[src/rtl/aes_core_driver.sv]
// ---------------------------------------------------------------------------
// aes_core_driver
//   Host-side initiator for aes_core. Converts valid/ready key and block
//   streams into aes_core load pulses and start strobes. aes_core has no done
//   flag, so a fixed-latency timer decides when its result is stable. The
//   result is then captured and offered on a valid/ready output stream.
//   At most one block is in flight. A key can only change between blocks.
//
// Parameters
//   CORE_LATENCY  cycles from the start strobe to a stable core result (>=1)
//   KEY_SETUP     idle cycles after set_key before a block may load (>=1)
//   CNT_W         width of the blocks_done counter
//
// Ports
//   clk, reset_n                    clock (rising edge), async active-low reset
//   key_valid/key_ready/key_data    host key stream (AES-128 key)
//   in_valid/in_ready/in_data       host block stream
//   in_decrypt                      0 = encrypt, 1 = decrypt; sampled with in_data
//   out_valid/out_ready/out_data    result stream (ciphertext or plaintext)
//   key_loaded                      a key has been loaded and its setup time is over
//   busy                            FSM is not idle
//   blocks_done                     results handed off (wraps)
//   core_*                          aes_core control, key, text and result buses
// ---------------------------------------------------------------------------
module aes_core_driver #(
    parameter int unsigned CORE_LATENCY = 12,
    parameter int unsigned KEY_SETUP    = 2,
    parameter int unsigned CNT_W        = 16
) (
    input  logic             clk,
    input  logic             reset_n,
    input  logic             key_valid,
    output logic             key_ready,
    input  logic [127:0]     key_data,
    input  logic             in_valid,
    output logic             in_ready,
    input  logic [127:0]     in_data,
    input  logic             in_decrypt,
    output logic             out_valid,
    input  logic             out_ready,
    output logic [127:0]     out_data,
    output logic             key_loaded,
    output logic             busy,
    output logic [CNT_W-1:0] blocks_done,
    output logic             core_set_key,
    output logic [127:0]     core_key,
    output logic             core_set_plain_text,
    output logic             core_set_cipher_text,
    output logic [127:0]     core_text,
    output logic             core_start_enc,
    output logic             core_start_dec,
    input  logic [127:0]     core_plain_out,
    input  logic [127:0]     core_cipher_out
);

    // One shared timer covers both the key setup wait and the core latency wait.
    // The largest value ever loaded is TMR_MAX-1.
    localparam int unsigned TMR_MAX = (CORE_LATENCY > KEY_SETUP) ? CORE_LATENCY : KEY_SETUP;
    localparam int unsigned TMR_W   = (TMR_MAX > 1) ? $clog2(TMR_MAX) : 1;

    typedef enum logic [2:0] {
        IDLE,
        KEY_LOAD,
        KEY_WAIT,
        LOAD,
        START,
        WAIT,
        HOLD
    } state_t;

    state_t            state;
    state_t            state_next;
    logic [TMR_W-1:0]  tmr;
    logic              dec_q;
    logic              key_accept;
    logic              blk_accept;
    logic              out_accept;

    // ------------------------------------------------------------------
    // Next state and Moore outputs
    // ------------------------------------------------------------------
    always_comb begin
        state_next           = state;
        key_ready            = 1'b0;
        in_ready             = 1'b0;
        core_set_key         = 1'b0;
        core_set_plain_text  = 1'b0;
        core_set_cipher_text = 1'b0;
        core_start_enc       = 1'b0;
        core_start_dec       = 1'b0;
        key_accept           = 1'b0;
        blk_accept           = 1'b0;
        out_accept           = 1'b0;
        busy                 = (state != IDLE);

        case (state)
            IDLE: begin
                key_ready = 1'b1;
                // A pending key always beats a pending block.
                in_ready  = key_loaded & ~key_valid;
                if (key_valid) begin
                    key_accept = 1'b1;
                    state_next = KEY_LOAD;
                end else if (in_valid && key_loaded) begin
                    blk_accept = 1'b1;
                    state_next = LOAD;
                end
            end
            KEY_LOAD: begin
                core_set_key = 1'b1;
                state_next   = KEY_WAIT;
            end
            KEY_WAIT: begin
                if (tmr == '0) begin
                    state_next = IDLE;
                end
            end
            LOAD: begin
                core_set_plain_text  = ~dec_q;
                core_set_cipher_text = dec_q;
                state_next           = START;
            end
            START: begin
                core_start_enc = ~dec_q;
                core_start_dec = dec_q;
                state_next     = WAIT;
            end
            WAIT: begin
                if (tmr == '0) begin
                    state_next = HOLD;
                end
            end
            HOLD: begin
                if (out_ready) begin
                    out_accept = 1'b1;
                    state_next = IDLE;
                end
            end
            default: state_next = IDLE;
        endcase
    end

    // ------------------------------------------------------------------
    // State, timer and data registers
    // ------------------------------------------------------------------
    always_ff @(posedge clk or negedge reset_n) begin
        if (!reset_n) begin
            state       <= IDLE;
            tmr         <= '0;
            dec_q       <= 1'b0;
            core_key    <= '0;
            core_text   <= '0;
            out_data    <= '0;
            out_valid   <= 1'b0;
            key_loaded  <= 1'b0;
            blocks_done <= '0;
        end else begin
            state <= state_next;

            if (key_accept) begin
                core_key <= key_data;
            end
            if (blk_accept) begin
                core_text <= in_data;
                dec_q     <= in_decrypt;
            end

            case (state)
                KEY_LOAD: tmr <= TMR_W'(KEY_SETUP - 1);
                KEY_WAIT: begin
                    if (tmr == '0) begin
                        key_loaded <= 1'b1;
                    end else begin
                        tmr <= tmr - 1'b1;
                    end
                end
                START: tmr <= TMR_W'(CORE_LATENCY - 1);
                WAIT: begin
                    if (tmr == '0) begin
                        out_data  <= dec_q ? core_plain_out : core_cipher_out;
                        out_valid <= 1'b1;
                    end else begin
                        tmr <= tmr - 1'b1;
                    end
                end
                HOLD: begin
                    if (out_accept) begin
                        out_valid   <= 1'b0;
                        blocks_done <= blocks_done + CNT_W'(1);
                    end
                end
                default: ;
            endcase
        end
    end

endmodule

[config.mk]
export PLATFORM = sky130hd
export DESIGN_NAME = aes_core_driver
export DESIGN_NICKNAME = d
export VERILOG_FILES = /design/src/rtl/aes_core_driver.sv
export SDC_FILE = /design/constraint.sdc
export NUM_CORES = 1
export LEC_CHECK = 0
export BUFFER_PORTS_ARGS = -buffer_cell sky130_fd_sc_hd__buf_2
export CAP_MARGIN = 20
export CORE_AREA = 5 5 362 364
export DETAILED_ROUTE_END_ITERATION = 6
export DIE_AREA = 0 0 367 369
export SETUP_SLACK_MARGIN = 0.2
export SLEW_MARGIN = 20
export SYNTH_ARGS = -nofsm -noshare
export SYNTH_HDL_FRONTEND = slang
export SYNTH_SLANG_ARGS = --single-unit
[constraint.sdc]
create_clock -name clk -period 2.4 [get_ports clk]
set_clock_uncertainty 0.1 [all_clocks]
set_input_delay 0.48 -clock clk [delete_from_list [all_inputs] [get_ports clk]]
set_output_delay 0.48 -clock clk [all_outputs]
set_load 0.01 [all_outputs]
==> out/metrics.cfg, run 1 <==
[die]
io_pins = 928
die_area_um2 = 135000
die_w_um = 367
start_util_pct = 13.7
rows = 131
core_um2 = 127000
dieHeight_um = 369

[global_route]
grt_max_degree = 86
grt_first_pass_wirelength_um = 118000
track_usage_pct = 12.1
grt_pass1_vias = 15800
antenna_found_initial = 39
grt.overflow.total = 0

[synth]
ys_ff_latch = 410
syn_avg_cell_area_um2 = 14.0
yosysTopAreaCell = dfrtp_1
syn_area_um2 = 17400
yosysMostFrequentCell = dfrtp_1
syn_inst = 1242
yosysWarnings = 0
netlist_top_cells_count = dfrtp_1 (410), mux2_2 (213), mux2i_1 (128), nor2_1 (123), a21oi_2 (100)
synth_area_leaders = dfrtp_1 (59%), mux2_2 (14%), mux2i_1 (7.4%)
ys.flop_type = dfrtp_1
synth_edf_count = 0
synth_nets = 1763
synth.distinct_cells = 48
yosysSeqAreaShare_pct = 59.0
synth_top_area_share_pct = 59.0
synth-async-reset-ratio_pct = 100

[detailed_routing]
dr.pass1.iters = 4
wl_um = 86200
antenna_left = 0
drt_iter0_markers = 607
wl_per_cell_um = 20.6
drc = 0
vias_per_cell = 3.52
vias = 14700

[setup_path]
critPathCaptureType = primary output
cp.required_ns = 1.82
arrival_ns = 1.70
worstSetupPathType = reg -> out
critPathMaxFanout = 5
critical_path.startpoint_type = register

[layout]
utilization_pct = 22.5
final_nets = 2979
area_growth_pct = 64.0
drive_above_1_share_pct = 57.3
fin_area_um2 = 28500

[power]
p_comb_share_pct = 42.9
internal_power_uw = 21100
leakage_uw = 0.0132
p_clk_share_pct = 22.0
power.density_nw_per_um2 = 1210
p_switching_uw = 13300
swShare_pct = 38.7
irDropWorstVdd_mv = 0.463
p_seq_share_pct = 35.1

[sta]
hold_viol = 0
worst_slew_pin_slew_ns = 0.681
finalCritPeriodShare_pct = 95.2
fin_crit_ns = 2.28
setup_violations = 0
fmax_ghz = 0.438
relSlewSlack_pct = 54.5
finalMaxSlewViolations = 0
rsz0062_at_grt = true

[run]
cap_violations = 0

[clock_network]
cts.sinks = 410
clk_pin_slew_worst_paths_ns = 0.06
cts_buffers = 50
cts_buffer_depth = 3
cts_root_buffer = clkbuf_16
cts_tree = built
htreeDepth = 2
insertion_delay_ns = 0.61

[placement]
placed_cell_area_um2 = 24200
finalWeightedCongestion = 0.835
dp_hpwl_um = 70400
io_buffer_count = 927

[outcome]
status = complete, no violations

[min_path]
hold_class = in -> reg

[what timing repair did]
action / in CTS / in global routing
pin swaps: 4 / 5
resized for setup: 25 / 37
endpoints found under the setup margin: 8 / 36
cloned: 0 / 1
hold buffers: 235 / 0
endpoints found under the hold margin: 262 / 0
setup buffers: 6 / 5
[power by group through the flow]
stage / sequential [uW] / clock, uW / combinational (uW)
3_5_place_dp: 12100 / 0 / 14400
4_1_cts: 12000 / 7870 / 14900
2_1_floorplan: 13200 / 0 / 5620
3_3_place_gp: 12000 / 0 / 14200
5_1_grt: 12500 / 8140 / 15900
6_report: 12100 / 7580 / 14800
[placed cells by master, fill, tap and decap left out, drive strengths merged, types with 6 or more instances in the layout]
| cell | netlist | layout |
|---|---|---|
| clkinv | 0 | 9 |
| clkbuf | 18 | 73 |
| and3 | 6 | 6 |
| dlygate4sd3 | 0 | 235 |
| buf | 61 | 1007 |
| o21ai | 9 | 9 |
| mux2i | 128 | 128 |
| nand2 | 14 | 14 |
| dfrtp | 410 | 410 |
| nand3 | 10 | 10 |
| mux2 | 257 | 257 |
| diode | 0 | 20 |
| a21oi | 134 | 134 |
| xnor2 | 14 | 14 |
| nor2 | 135 | 135 |
| inv | 5 | 7 |
[routing by layer]
layer / track usage, % / share of wire [%]
met5: 0.641 / 0.14
met1: 13.4 / 38
met4: 5.73 / 4.3
met3: 4.23 / 8.6
met2: 20.8 / 49
[through the flow]
stage / total power, uW / hold slack [ns] / setup TNS (ns) / cells / setup slack, ns
after floorplan: 18900 / 0.0844 / 0 / 1242 / 0.560
after global placement: 26200 / 0.360 / 0 / 3821 / 0.350
after detailed placement: 26500 / 0.358 / 0 / 3821 / 0.321
after CTS: 34800 / 0.00225 / -0.0319 / 4152 / -0.0185
after global routing: 36600 / 0.00509 / -0.00410 / 4171 / -0.00410
final: 34400 / 0.0580 / 0 / 4178 / 0.116
[cell families (layout without fill, tap and decap cells)]
family,Yosys count,after routing,share of synthesized area (%)
AOI/OAI and AO/OA,154,154,6.77
and+or+nand+nor,191,191,5.08
muxes,385,385,24.0
xor gates and xnor gates,15,15,0.755
adders and majority gates,3,3,0.216
DFF,410,410,59.0
buffers and inverters,84,1338,4.21
other,0,20,0
[worst max-delay path, stage by stage (launching register included)]
cell	delay, ns
dfrtp_2	0.45
nor2_4	0.18
nand2_4	0.10
nor3b_4	0.19
buf_6	0.17
[path summary, 6_finish.rpt]
kind	from	end	slack, ns	cells after the start
max in group asynchronous	reset_n	out_data[13]	1.01	3
setup reg to reg	state[0]	core_key[46]	0.21	7
setup / recovery	state[0]	in_ready	0.12	4
hold / removal	key_data[35]	core_key[35]	0.06	2
min in group asynchronous	reset_n	core_text[36]	0.33	2
hold reg to reg	blocks_done[15]	blocks_done[15]	0.37	1
[state kept, by name, indices dropped and copies added (netlist names)]
register and flops:
blocks_done 16, core_key 128, core_text 128, dec_q 1, key_loaded 1, out_data 128, out_valid 1, state 3
tmr 4
[final cells by class]
type,count,area [um2]
clock inverter,18,175
clock buffer,72,1460
sequential,410,10300
multi-input combinational,748,6520
antenna,20,50.0
timing repair buffer,1243,7960
fill,13500,98500
inverter,5,21.3
tap,1662,2080
Power figures use the tool's default switching activity.
==> run 2: changes to the inputs <==
Settings changed: CORE_AREA 5 5 362 364 to 5 5 357 359, DIE_AREA 0 0 367 369 to 0 0 362 364.
Clock period 2.4 ns to 2 ns, I/O delays scaled along.
==> run 2 against run 1 <==
Net effect:
- the flow now finishes with violations (setup timing)
- critical path depth is 7 higher
- global-route usage up 1.9 points
- utilization increased by 5.4 points
- via count up 12%
- total power is 33% higher
- sequential share of layout area fell by 6.1 points
- clock power up 22%
- highest routed layer is now met4
==> out/metrics.cfg, run 2 (synthesized netlist as in run 1, its figures left out) <==
[outcome]
status = finished with violations
violations = setup timing

[min_path]
hold_class = in -> reg

[detailed_routing]
wl_um = 98300
drc = 0
dr.pass1.iters = 4
wl_per_cell_um = 21.9
drt_iter0_markers = 793
vias_per_cell = 3.66
antenna_left = 0
vias = 16500

[sta]
hold_viol = 0
fmax_ghz = 0.445
finalCritPeriodShare_pct = 112
setup_violations = 288
worst_slew_pin_slew_ns = 0.461
final.setup.worst_slack_ns = -0.250
hold_ws_ns = 0.0549
fin_crit_ns = 2.25
tns_ns = -38.76
relSlewSlack_pct = 69.3
rsz0062_at_grt = true
finalMaxSlewViolations = 0

[global_route]
antenna_found_initial = 26
grt_first_pass_wirelength_um = 133000
grt_pass1_vias = 18100
grt.overflow.total = 0
track_usage_pct = 14.0
grt_max_degree = 61

[run]
cap_violations = 0

[clock_network]
insertion_delay_ns = 0.59
cts_root_buffer = clkbuf_16
clk_pin_slew_worst_paths_ns = 0.06
cts_buffer_depth = 3
cts.sinks = 410
htreeDepth = 2
cts_buffers = 48
cts_tree = built

[placement]
io_buffer_count = 927
dp_hpwl_um = 72200
finalWeightedCongestion = 0.870
dpl_worst_slack_ns = 0.0604

[setup_path]
crit_buf_inv = 7
cp.required_ns = 2.38
crit_family = buffers and inverters
critical_path.startpoint_type = register
crit_path_frequent_cell = buf_12
critPathMaxFanout = 5
crit_slowest_cell = dfrtp_1
worstSetupPathType = reg -> reg
critPathMaxStageDelay_ns = 0.39
arrival_ns = 2.63
crit_chain = buf_4 > nor2_4 > nand2_4 > buf_6 > nor3_4 > buf_12 > buf_16 > buf_12 > buf_12 > clkbuf_16 > mux2_2
critPathCaptureType = register

[power]
irDropWorstVdd_mv = 0.750
leakage_uw = 0.0157
finalPower_uw = 45900
power.density_nw_per_um2 = 1340

[die]
die_area_um2 = 132000
core_um2 = 123000
rows = 129
start_util_pct = 14.1
io_pins = 928
die_w_um = 362
dieHeight_um = 364

[layout]
area_growth_pct = 97.4
utilization_pct = 27.8
drive_above_1_share_pct = 60.3
final_cell_mix = buf_2 (917), dlygate4sd3_1 (452), dfrtp_1 (407)
top_regs = core_key (128), core_text (128), out_data (128)
final_common_cell = buf_2
final_nets = 3325

==> run 2: final timing paths <==
| kind | startpoint | end | slack [ns] | cells past startpoint |
|---|---|---|---|---|
| setup reg to reg | state[0] | core_text[61] | -0.25 | 11 |
| hold reg to reg | out_valid | out_valid | 0.38 | 1 |
| hold / removal | core_cipher_out[89] | out_data[89] | 0.05 | 3 |
| max in group asynchronous | reset_n | out_data[74] | 0.82 | 3 |
| setup / recovery | state[0] | core_text[61] | -0.25 | 11 |
| min in group asynchronous | reset_n | core_text[63] | 0.22 | 2 |
==> run 2: per-stage QoR <==
stage	cell area, um2	instances
global placement	24300	3816
CTS	33300	4460
global route	34300	4495
finish	34300	4496
detailed placement	24300	3816
floorplan	17400	1242
==> run 2: area by class of cell <==
class	count	area, um2
diodes	17	42.5
inverters	5	18.8
fillers	12500	89100
well taps	1637	2050
flip-flops and latches	410	10300
clock inverters	27	323
multi-input cells	748	7560
repair buffers	1591	12700
clock buffers	61	1340
==> run 2: worst min-delay path, delay by kind of cell <==
family	cells	cell delay (ns)
AOI/OAI and AO/OA	1	0.14
buffers and inverters	1	0.08
muxes	1	0.10
==> run 2: where the power goes <==
group	switching, uW	leakage [uW]	internal [uW]
Sequential	2610	0.00484	12100
Combinational	11000	0.0101	10900
Clock	3840	0.000807	5440
Total	17500	0.0157	28500
==> run 2: what timing repair did <==
| item | in CTS | in global routing |
|---|---|---|
| buffers inserted | 67 | 14 |
| cloned | 37 | 5 |
| setup endpoints to repair | 398 | 448 |
| resized for setup | 299 | 199 |
| hold endpoints to repair | 457 | 0 |
| pin swaps | 9 | 15 |
| hold buffers | 452 | 0 |
==> run 2: per-layer routing <==
layer  track usage (%)  up-vias  routed length, um
li1                  -     7523                  -
met5                 0        -                  0
met4              6.84        0               4920
met2              24.8      677              50200
met1              15.1     8088              35600
met3              4.55      171               7680
==> run 3: changes to the inputs <==
Settings changed: CTS_BUF_LIST set to sky130_fd_sc_hd__clkbuf_16.
==> run 3 against run 2 <==
Net effect:
- the run still ends with setup timing left
- total power is 2.1% higher
- first-iteration DRC count is 0.76% lower
- combinational power is 5% higher
- count of clock-buffer cells in the layout is 12 lower
- wire length is 2.0% higher
- sequential share of layout area is 0.71 points lower
- via count is 1.7% higher
- non-clock buffer count is 21 higher
- sequential power hardly changed
- worst setup slack worse by 0.013 ns
- utilization is 0.68 points higher
- design area is 2.5% higher
- largest cell class unchanged
- largest power group unchanged
==> out/metrics.cfg, run 3 (synthesized netlist as in run 1, its figures left out) <==
[sta]
finalCritPeriodShare_pct = 113
hold_ws_ns = 0.0529
fin_crit_ns = 2.26
relSlewSlack_pct = 69.7
setup_violations = 344
tns_ns = -41.90
final.setup.worst_slack_ns = -0.262
fmax_ghz = 0.442
hold_viol = 0
rsz0062_at_grt = true
worst_slew_pin_slew_ns = 0.455
finalMaxSlewViolations = 0

[setup_path]
crit_chain = buf_4 > nor2_4 > nand2_4 > buf_6 > nor3_4 > buf_12 > buf_12 > buf_12 > buf_16 > buf_12 > buf_16 > mux2_4
r2r_slack_ns = -0.26
cp.required_ns = 2.38
crit_family = buffers and inverters
worstSetupPathType = reg -> reg
critPathMaxStageDelay_ns = 0.39
crit_buf_inv = 8
crit_path_frequent_cell = buf_12
r2r-end = core_text[31]
critical_path.startpoint_type = register
arrival_ns = 2.64
critPathCaptureType = register
crit_start = state[0]
crit_slowest_cell = dfrtp_1
path_depth = 12
critPathMaxFanout = 7
timing.rr.start = state[0]
rr_worst_depth = 12
endpoint = core_text[31]

[detailed_routing]
vias = 16700
wl_per_cell_um = 22.2
drt_iter0_markers = 787
drc = 0
vias_per_cell = 3.71
wl_um = 100000
dr.pass1.iters = 7
antenna_left = 0

[die]
io_pins = 928
dieHeight_um = 364
die_area_um2 = 132000
core_um2 = 123000
start_util_pct = 14.1
rows = 129
die_w_um = 362

[placement]
io_buffer_count = 927
dp.cells = 3816
placed_cell_area_um2 = 24300
dp_hpwl_um = 72200
finalWeightedCongestion = 0.870

[clock_network]
cts_root_buffer = clkbuf_16
cts_buffers = 48
cts_tree = built
cts_buffer_depth = 3
htreeDepth = 2
insertion_delay_ns = 0.60
clk_pin_slew_worst_paths_ns = 0.06
cts.sinks = 410

[global_route]
antenna_found_initial = 26
grt_pass1_vias = 18200
track_usage_pct = 14.1
grt_max_degree = 61
grt_first_pass_wirelength_um = 134000
grt.overflow.total = 0

[layout]
seqCellArea_um2 = 10300
fillCellCount = 12400
final_nets = 3346
drive_above_1_share_pct = 62.0
final_common_cell = buf_2
fin_area_um2 = 35200
area_growth_pct = 102
multi_input_area_um2 = 7980
instances_no_fill = 4517
top_regs = core_key (128), core_text (128), out_data (128)
final_cell_mix = buf_2 (900), dlygate4sd3_1 (452), dfrtp_1 (406)

[run]
cap_violations = 0

[outcome]
status = finished with violations
violations = setup timing

[power]
irDropWorstVdd_mv = 0.749
power.density_nw_per_um2 = 1330
finalPower_uw = 46900
leakage_uw = 0.0160

[min_path]
hold_class = in -> reg

[run 3: power breakdown]
group | total (uW) | internal (uW) | switching [uW] | leakage (uW)
clock | 8990 | 5150 | 3850 | 0.000788
sequential | 15000 | 12100 | 2860 | 0.00484
combinational | 22900 | 11700 | 11200 | 0.0104
[run 3: worst reg2reg max path: cells and delay by family, from the launching register on]
kind          cells  cell delay [ns]
buf+inv           8             1.00
flops             1             0.39
simple gates      3             0.34
mux               1             0.32
[run 3: repair_timing]
| action | CTS | global route |
|---|---|---|
| hold buffers | 452 | 0 |
| pin swaps | 11 | 18 |
| gates cloned | 41 | 5 |
| setup endpoints to repair | 398 | 446 |
| setup buffers | 73 | 25 |
| gates resized for setup | 348 | 316 |
| hold endpoints to repair | 457 | 0 |
[run 3: how the worst min path moves through the flow]
stage,startpoint,endpoint,slack [ns],cells past startpoint
6_report,core_cipher_out[109],out_data[109],0.05,3
5_1_grt,core_cipher_out[98],out_data[98],0.02,3
4_1_cts,core_plain_out[65],out_data[65],0.0002,3
3_5_place_dp,reset_n,core_text[65],0.27,1
3_3_place_gp,reset_n,core_text[58],0.27,1
2_1_floorplan,reset_n,blocks_done[0],0.004,0
[run 3: layout make-up]
type | instances | area share [%]
clock buffer | 49 | 3.49
timing repair buffer | 1612 | 37.6
tap | 1637 | 5.82
inverter | 5 | 0.0533
multi-input combinational | 748 | 22.7
antenna | 17 | 0.121
clock inverter | 39 | 1.05
sequential | 410 | 29.2
[run 3: metal layers]
metal  part of all wire [%]  global-route usage, %  vias up  wire [um]
li1                       -                      -     7555          -
met1                     36                   15.2     8342      36200
met2                     51                   25.1      671      51600
met3                    7.5                   4.61      168       7570
met4                    4.8                   6.67        2       4860
met5                  0.013                      0        -         13
[run 3: per-stage QoR]
| step | utilization [%] | worst slack (ns) |
|---|---|---|
| 5_1_grt | 28.5 | -0.345 |
| 3_5_place_dp | 19.7 | 0.0604 |
| 4_1_cts | 27.2 | -0.325 |
| 2_1_floorplan | - | 0.163 |
| 6_report | 28.5 | -0.262 |
| 3_3_place_gp | 19.7 | 0.0883 |
